`src/rtl/apb_pkg.sv`:
```
// Shared types and helpers for the APB3 master and its address decoder.
package apb_pkg;

  typedef enum logic [1:0] {
    ST_IDLE   = 2'd0,
    ST_SETUP  = 2'd1,
    ST_ACCESS = 2'd2
  } apb_state_e;

  localparam int DEF_ADDR_W = 32;
  localparam int DEF_DATA_W = 32;

  function automatic int clog2(input int value);
    int r;
    r = 0;
    for (int i = 0; i < 31; i++) begin
      if ((1 << i) < value) r = i + 1;
    end
    return r;
  endfunction

endpackage

```
`src/rtl/apb_addr_decoder.sv`:
```
// Window decoder: slave i owns BASE_ADDR + i*2^WIN_LOG2 for 2^WIN_LOG2 bytes.
module apb_addr_decoder #(
  parameter int                ADDR_W    = 32,
  parameter int                NSLV      = 4,
  parameter logic [ADDR_W-1:0] BASE_ADDR = '0,
  parameter int                WIN_LOG2  = 8
) (
  input  logic [ADDR_W-1:0] addr_i,
  output logic [NSLV-1:0]   sel_o,
  output logic              hit_o
);

  logic [ADDR_W-1:0] offset;
  logic [ADDR_W-1:0] index;

  always_comb begin
    offset = addr_i - BASE_ADDR;
    index  = offset >> WIN_LOG2;
    // Below BASE_ADDR the subtraction wraps, so the explicit compare rejects it
    hit_o  = (addr_i >= BASE_ADDR) && (index < ADDR_W'(NSLV));
    sel_o  = '0;
    for (int i = 0; i < NSLV; i++) begin
      sel_o[i] = hit_o && (index == ADDR_W'(i));
    end
  end

endmodule

```
`src/rtl/apb3_master_mux.sv`:
```
// APB3 bridge master: one command at a time onto NSLV address-windowed slaves,
// with wait states, PSLVERR, decode-miss and timeout responses.
module apb3_master_mux
  import apb_pkg::*;
#(
  parameter int                ADDR_W    = DEF_ADDR_W,
  parameter int                DATA_W    = DEF_DATA_W,
  parameter int                NSLV      = 4,
  parameter logic [ADDR_W-1:0] BASE_ADDR = '0,
  parameter int                WIN_LOG2  = 8,
  parameter int                TIMEOUT   = 16
) (
  input  logic                   clk,
  input  logic                   reset_n,
  input  logic                   cmd_valid,
  output logic                   cmd_ready,
  input  logic                   cmd_write,
  input  logic [ADDR_W-1:0]      cmd_addr,
  input  logic [DATA_W-1:0]      cmd_wdata,
  output logic                   rsp_valid,
  output logic [DATA_W-1:0]      rsp_rdata,
  output logic                   rsp_err,
  output logic                   rsp_timeout,
  output logic [ADDR_W-1:0]      paddr,
  output logic                   pwrite,
  output logic [DATA_W-1:0]      pwdata,
  output logic [NSLV-1:0]        psel,
  output logic                   penable,
  input  logic [NSLV*DATA_W-1:0] prdata,
  input  logic [NSLV-1:0]        pready,
  input  logic [NSLV-1:0]        pslverr
);

  localparam int                TCNT_W   = (TIMEOUT > 0) ? clog2(TIMEOUT + 1) : 1;
  localparam logic [TCNT_W-1:0] TCNT_MAX = TCNT_W'(TIMEOUT);
  localparam logic [TCNT_W-1:0] TCNT_END = TCNT_W'(TIMEOUT - 1);

  apb_state_e          state_q, state_d;
  logic [NSLV-1:0]     psel_q, psel_d;
  logic                penable_q, penable_d;
  logic [ADDR_W-1:0]   paddr_q, paddr_d;
  logic                pwrite_q, pwrite_d;
  logic [DATA_W-1:0]   pwdata_q, pwdata_d;
  logic                rsp_valid_q, rsp_valid_d;
  logic                rsp_err_q, rsp_err_d;
  logic                rsp_tmo_q, rsp_tmo_d;
  logic [DATA_W-1:0]   rsp_rdata_q, rsp_rdata_d;
  logic [TCNT_W-1:0]   tcnt_q, tcnt_d;
  logic                miss_pend_q, miss_pend_d;

  logic [NSLV-1:0]     dec_sel;
  logic                dec_hit;
  logic                sel_pready;
  logic                sel_err;
  logic [DATA_W-1:0]   sel_rdata;
  logic                accept;
  logic                tmo_hit;

  apb_addr_decoder #(
    .ADDR_W   (ADDR_W),
    .NSLV     (NSLV),
    .BASE_ADDR(BASE_ADDR),
    .WIN_LOG2 (WIN_LOG2)
  ) u_dec (
    .addr_i(cmd_addr),
    .sel_o (dec_sel),
    .hit_o (dec_hit)
  );

  always_comb begin
    sel_pready = |(pready & psel_q);
    sel_err    = |(pslverr & psel_q);
    sel_rdata  = '0;
    for (int i = 0; i < NSLV; i++) begin
      if (psel_q[i]) sel_rdata = sel_rdata | prdata[i*DATA_W +: DATA_W];
    end
  end

  assign cmd_ready = (state_q == ST_IDLE) || ((state_q == ST_ACCESS) && sel_pready);
  assign accept    = cmd_valid && cmd_ready;
  assign tmo_hit   = (TIMEOUT > 0) && (tcnt_q == TCNT_END);

  always_comb begin
    state_d     = state_q;
    psel_d      = psel_q;
    penable_d   = penable_q;
    paddr_d     = paddr_q;
    pwrite_d    = pwrite_q;
    pwdata_d    = pwdata_q;
    tcnt_d      = tcnt_q;
    rsp_valid_d = 1'b0;
    rsp_err_d   = 1'b0;
    rsp_tmo_d   = 1'b0;
    rsp_rdata_d = '0;
    miss_pend_d = 1'b0;

    case (state_q)
      ST_IDLE: begin
        if (miss_pend_q) begin
          rsp_valid_d = 1'b1;
          rsp_err_d   = 1'b1;
        end
      end
      ST_SETUP: begin
        state_d   = ST_ACCESS;
        penable_d = 1'b1;
        tcnt_d    = '0;
      end
      ST_ACCESS: begin
        if (sel_pready) begin
          rsp_valid_d = 1'b1;
          rsp_err_d   = sel_err;
          rsp_rdata_d = (pwrite_q || sel_err) ? '0 : sel_rdata;
          state_d     = ST_IDLE;
          psel_d      = '0;
          penable_d   = 1'b0;
        end else if (tmo_hit) begin
          rsp_valid_d = 1'b1;
          rsp_err_d   = 1'b1;
          rsp_tmo_d   = 1'b1;
          state_d     = ST_IDLE;
          psel_d      = '0;
          penable_d   = 1'b0;
        end else if (tcnt_q != TCNT_MAX) begin
          tcnt_d = tcnt_q + 1'b1;
        end
      end
      default: state_d = ST_IDLE;
    endcase

    if (accept) begin
      paddr_d   = cmd_addr;
      pwrite_d  = cmd_write;
      pwdata_d  = cmd_write ? cmd_wdata : '0;
      penable_d = 1'b0;
      if (dec_hit) begin
        state_d = ST_SETUP;
        psel_d  = dec_sel;
      end else begin
        state_d = ST_IDLE;
        psel_d  = '0;
        // A miss accepted while another response is leaving is reported one cycle later
        if (rsp_valid_d) begin
          miss_pend_d = 1'b1;
        end else begin
          rsp_valid_d = 1'b1;
          rsp_err_d   = 1'b1;
        end
      end
    end
  end

  always_ff @(posedge clk or negedge reset_n) begin
    if (!reset_n) begin
      state_q     <= ST_IDLE;
      psel_q      <= '0;
      penable_q   <= 1'b0;
      paddr_q     <= '0;
      pwrite_q    <= 1'b0;
      pwdata_q    <= '0;
      rsp_valid_q <= 1'b0;
      rsp_err_q   <= 1'b0;
      rsp_tmo_q   <= 1'b0;
      rsp_rdata_q <= '0;
      tcnt_q      <= '0;
      miss_pend_q <= 1'b0;
    end else begin
      state_q     <= state_d;
      psel_q      <= psel_d;
      penable_q   <= penable_d;
      paddr_q     <= paddr_d;
      pwrite_q    <= pwrite_d;
      pwdata_q    <= pwdata_d;
      rsp_valid_q <= rsp_valid_d;
      rsp_err_q   <= rsp_err_d;
      rsp_tmo_q   <= rsp_tmo_d;
      rsp_rdata_q <= rsp_rdata_d;
      tcnt_q      <= tcnt_d;
      miss_pend_q <= miss_pend_d;
    end
  end

  assign psel        = psel_q;
  assign penable     = penable_q;
  assign paddr       = paddr_q;
  assign pwrite      = pwrite_q;
  assign pwdata      = pwdata_q;
  assign rsp_valid   = rsp_valid_q;
  assign rsp_err     = rsp_err_q;
  assign rsp_timeout = rsp_tmo_q;
  assign rsp_rdata   = rsp_rdata_q;

endmodule

```
`config.mk`:
```
export PLATFORM = sky130hd
export DESIGN_NAME = apb3_master_mux
export DESIGN_NICKNAME = d
export VERILOG_FILES = /design/src/rtl/apb_pkg.sv /design/src/rtl/apb_addr_decoder.sv /design/src/rtl/apb3_master_mux.sv
export SDC_FILE = /design/constraint.sdc
export NUM_CORES = 1
export LEC_CHECK = 0
export CAP_MARGIN = 20
export CORE_AREA = 2 2 121 123
export DETAILED_ROUTE_END_ITERATION = 8
export DIE_AREA = 0 0 123 125
export PLACE_DENSITY = 0.84
export SETUP_SLACK_MARGIN = 0.05
export SYNTH_ARGS = -nofsm -noshare
export SYNTH_HDL_FRONTEND = slang
export SYNTH_HIERARCHICAL = 1
export SYNTH_SLANG_ARGS = --single-unit
```
`constraint.sdc`:
```
create_clock -name clk -period 3.1 [get_ports clk]
set_input_delay 0.465 -clock clk [delete_from_list [all_inputs] [get_ports clk]]
set_output_delay 0.465 -clock clk [all_outputs]
set_load 0.01 [all_outputs]
```
==> results.yml <==
status:
  outcome: "finished clean"
setup_path:
  cp_max_fo: 4
  worstSetupPathType: "in2out"
  worst_setup_path_end_kind: "output port"
  crit_top_cell: "clkdlybuf4s50_1"
  path_cells: "clkdlybuf4s50_1 -> a22oi_1 -> nand2_1 -> nor2_2 -> nor2_1 -> clkdlybuf4s50_1"
  arrival_ns: 1.98
  crit_path_start_kind: "input pin"
  required_ns: 2.63
  max_stage_delay_ns: 0.49
  slowest_stage: "clkdlybuf4s50_1"
clock_tree:
  insertion_delay_ns: 0.40
  cts_num_sinks: 113
  numCtsBuffers: 17
  cts_buffer_depth: 2
  cts.htree.levels: 4
  post_cts_resized: 0
  clkTransAtPathRegs_ns: 0.05
  cts_tree: "built"
  cts_hold_buf: 0
  post_cts_buffers: 0
  root_buffer: "clkbuf_16"
power:
  pwr-share-comb_pct: 31.7
  p_int_w: 0.00428
  p_leak_nw: 3.62
  switching_share_pct: 27.9
  clkPwrFrac_pct: 34.0
  p_sw_w: 0.00166
  powerDensity_nw_per_um2: 648
  seqPwrFrac_pct: 34.3
  peakVddDrop_mv: 0.404
timing:
  setup_tns_ns: 0
  hold_violations: 0
  setup_viol: 0
  rsz0062_at_grt: "no"
  slew_viol_final: 0
  fmax_mhz: 409
  skew_ns: 0.00805
  period_share_pct: 78.9
  slew_headroom_pct: 49.8
  min_period_ns: 2.45
  worst_slew_pin_slew_ns: 0.753
die:
  core_sq_um: 14200
  initial_core_util_pct: 37.3
  die_area_sq_um: 15400
  die_h_um: 125
  rows: 44
  die-width_um: 123
  io_pins: 310
yosys:
  synthMuxAreaShare_pct: 9.83
  ys_types: 39
  yosysWarnings: 6
  synth_nets: 639
  synth_edf_count: 0
  synthCells: 431
  netlist_area_sq_um: 5300
  synth-compound-area-share_pct: 22.9
  synth_area_leaders: "dfrtp_1 53%, a22oi_1 9.5%, mux2_4 7.4%"
  ys_ff_latch: 113
  synth_simple_gate_area_share_pct: 8.15
  synth_xor_area_share_pct: 0
  syn_area_per_cell_sq_um: 12.3
  synth_top_area_share_pct: 53.4
  async_flop_share_pct: 100
  synth_ff_type: "dfrtp_1"
  synth_top_family_by_area: "compound AO/OA/AOI/OAI gates"
  yosys.area_share.adder_pct: 0.945
  seq_area_frac_synth_pct: 53.4
  yosysTopAreaCell: "dfrtp_1"
cells_and_area:
  stdcell_count: 931
  antenna_cells: 0
  fin_nets: 942
  drive_gt1_share_pct: 15.9
  syn2layout_area_growth_pct: 72.9
placement:
  io_buffers: 309
  gp_congestion: 0.875
  dp_cells: 898
  dp.final_hpwl_um: 13200
routing:
  via_count: 4959
  wire_per_inst_um: 19.3
  antenna_left: 0
  drt_wl_total_um: 18000
  route.detailed.drc: 0
  via_per_inst: 5.33
  drt_iter0_markers: 223
  dr.pass1.iters: 4
global_route:
  antenna_found_initial: 0
  grt_pass1_vias: 5424
  grt-ovfl-total: 0
  grt_pass1_wl_um: 27500
  grt_max_degree: 60
  track_usage_pct: 23.2
flow_run:
  drv_cap: 0
hold_path:
  hold_class: "in2async"
==> sequential cells by signal (all words and copies together), names as in the netlist <==
register and count:
pwdata 32, rsp_timeout 1, state_q 2, psel 4, rsp_valid 1, pwrite 1, paddr 32, miss_pend_q 1
tcnt_q 5, rsp_err 1, penable 1, rsp_rdata 32
==> path summary, 6_finish.rpt <==
kind                                  startpoint                       to  slack (ns)  cells past startpoint
max                                    pready[2]                cmd_ready        0.65                      6
min                                      reset_n    pwdata[4]$_DFFE_PN0P_        0.12                      1
max reg2reg                  psel[0]$_DFFE_PN0P_  rsp_rdata[28]$_DFF_PN0_        0.90                      6
min reg2reg                pwdata[4]$_DFFE_PN0P_    pwdata[4]$_DFFE_PN0P_        0.49                      1
max in group asynchronous                reset_n    pwdata[6]$_DFFE_PN0P_        2.21                      2
min in group clk           pwdata[4]$_DFFE_PN0P_    pwdata[4]$_DFFE_PN0P_        0.49                      1
==> area by class of cell <==
cell class / instances / area, sq um
Multi-Input combinational cell: 271 / 2220
Timing Repair Buffer: 323 / 3230
Sequential cell: 113 / 2830
Tap cell: 184 / 230
Fill cell: 1088 / 5040
Inverter: 8 / 30.0
Clock inverter: 11 / 153
Clock buffer: 21 / 470
==> routing by layer <==
layer	GRT usage (%)	wire length [um]	share of wire, %
met5	0	0	0
met4	11.2	563	3.1
met3	6.80	1470	8.2
met2	41.3	9160	51
met1	24.6	6790	38
==> power groups by stage <==
stage,Sequential (W),Clock (W),Combinational [W]
finish,0.00204,0.00202,0.00188
global route,0.00208,0.00213,0.00202
CTS,0.00203,0.00207,0.00190
detailed placement,0.00204,0,0.00189
global placement,0.00203,0,0.00184
floorplan,0.00213,0,0.000726
==> cell usage in the layout, fill, tap and decap left out, drive strengths merged, types with 3 or more instances in the layout <==
master         count
clkdlybuf4s50    308
dfrtp            113
a22oi             68
nand3             35
a21oi             34
mux2              34
o2bb2ai           32
clkbuf            21
buf               15
nand2             11
inv               10
nor4               8
nor2               7
a32o               5
mux2i              4
ha                 4
nor3               4
and3               3
or3                3
o21ai              3
nand2b             3
clkinvlp           3
bufinv             3
a22o               3
clkinv             3
==> synth_stat cells, drive strengths merged, types with 3 or more instances <==
master	count
and3	3
mux2	34
buf	15
nand2b	3
dfrtp	113
a21oi	34
nor3	4
or3	3
a22oi	68
nand3	35
nand2	11
o21ai	3
clkbuf	24
o2bb2ai	32
inv	8
a22o	3
nor4	8
mux2i	4
ha	4
nor2	7
a32o	5
==> stage by stage <==
stage                     area (sq um)  hold WS [ns]  utilization [%]  power [W]  setup WS, ns
after CTS                         9140         0.142             64.4    0.00600         0.645
after global placement            8520         0.473             60.0    0.00387         0.329
final                             9160         0.122             64.5    0.00593         0.653
after detailed placement          8520         0.473             60.0    0.00393         0.263
after global routing              9160         0.177             64.5    0.00623         0.542
after floorplan                   5300         0.169                -    0.00286         0.889
==> critical path: cells and delay by family <==
| family | cells | cell delay, ns |
|---|---|---|
| AND/OR/NAND/NOR | 3 | 0.33 |
| buffers and inverters | 2 | 0.94 |
| AO/OA/AOI/OAI | 1 | 0.25 |
==> cells by family (layout without fill, tap and decap cells) <==
logic type | Yosys count | in the layout
AO/OA/AOI/OAI | 148 | 148
adder cells (fa/ha/maj) | 4 | 4
flip-flops | 113 | 113
AND/OR/NAND/NOR | 81 | 81
buffers and inverters | 47 | 363
multiplexers | 38 | 38
(Power assumes the default switching activity.)
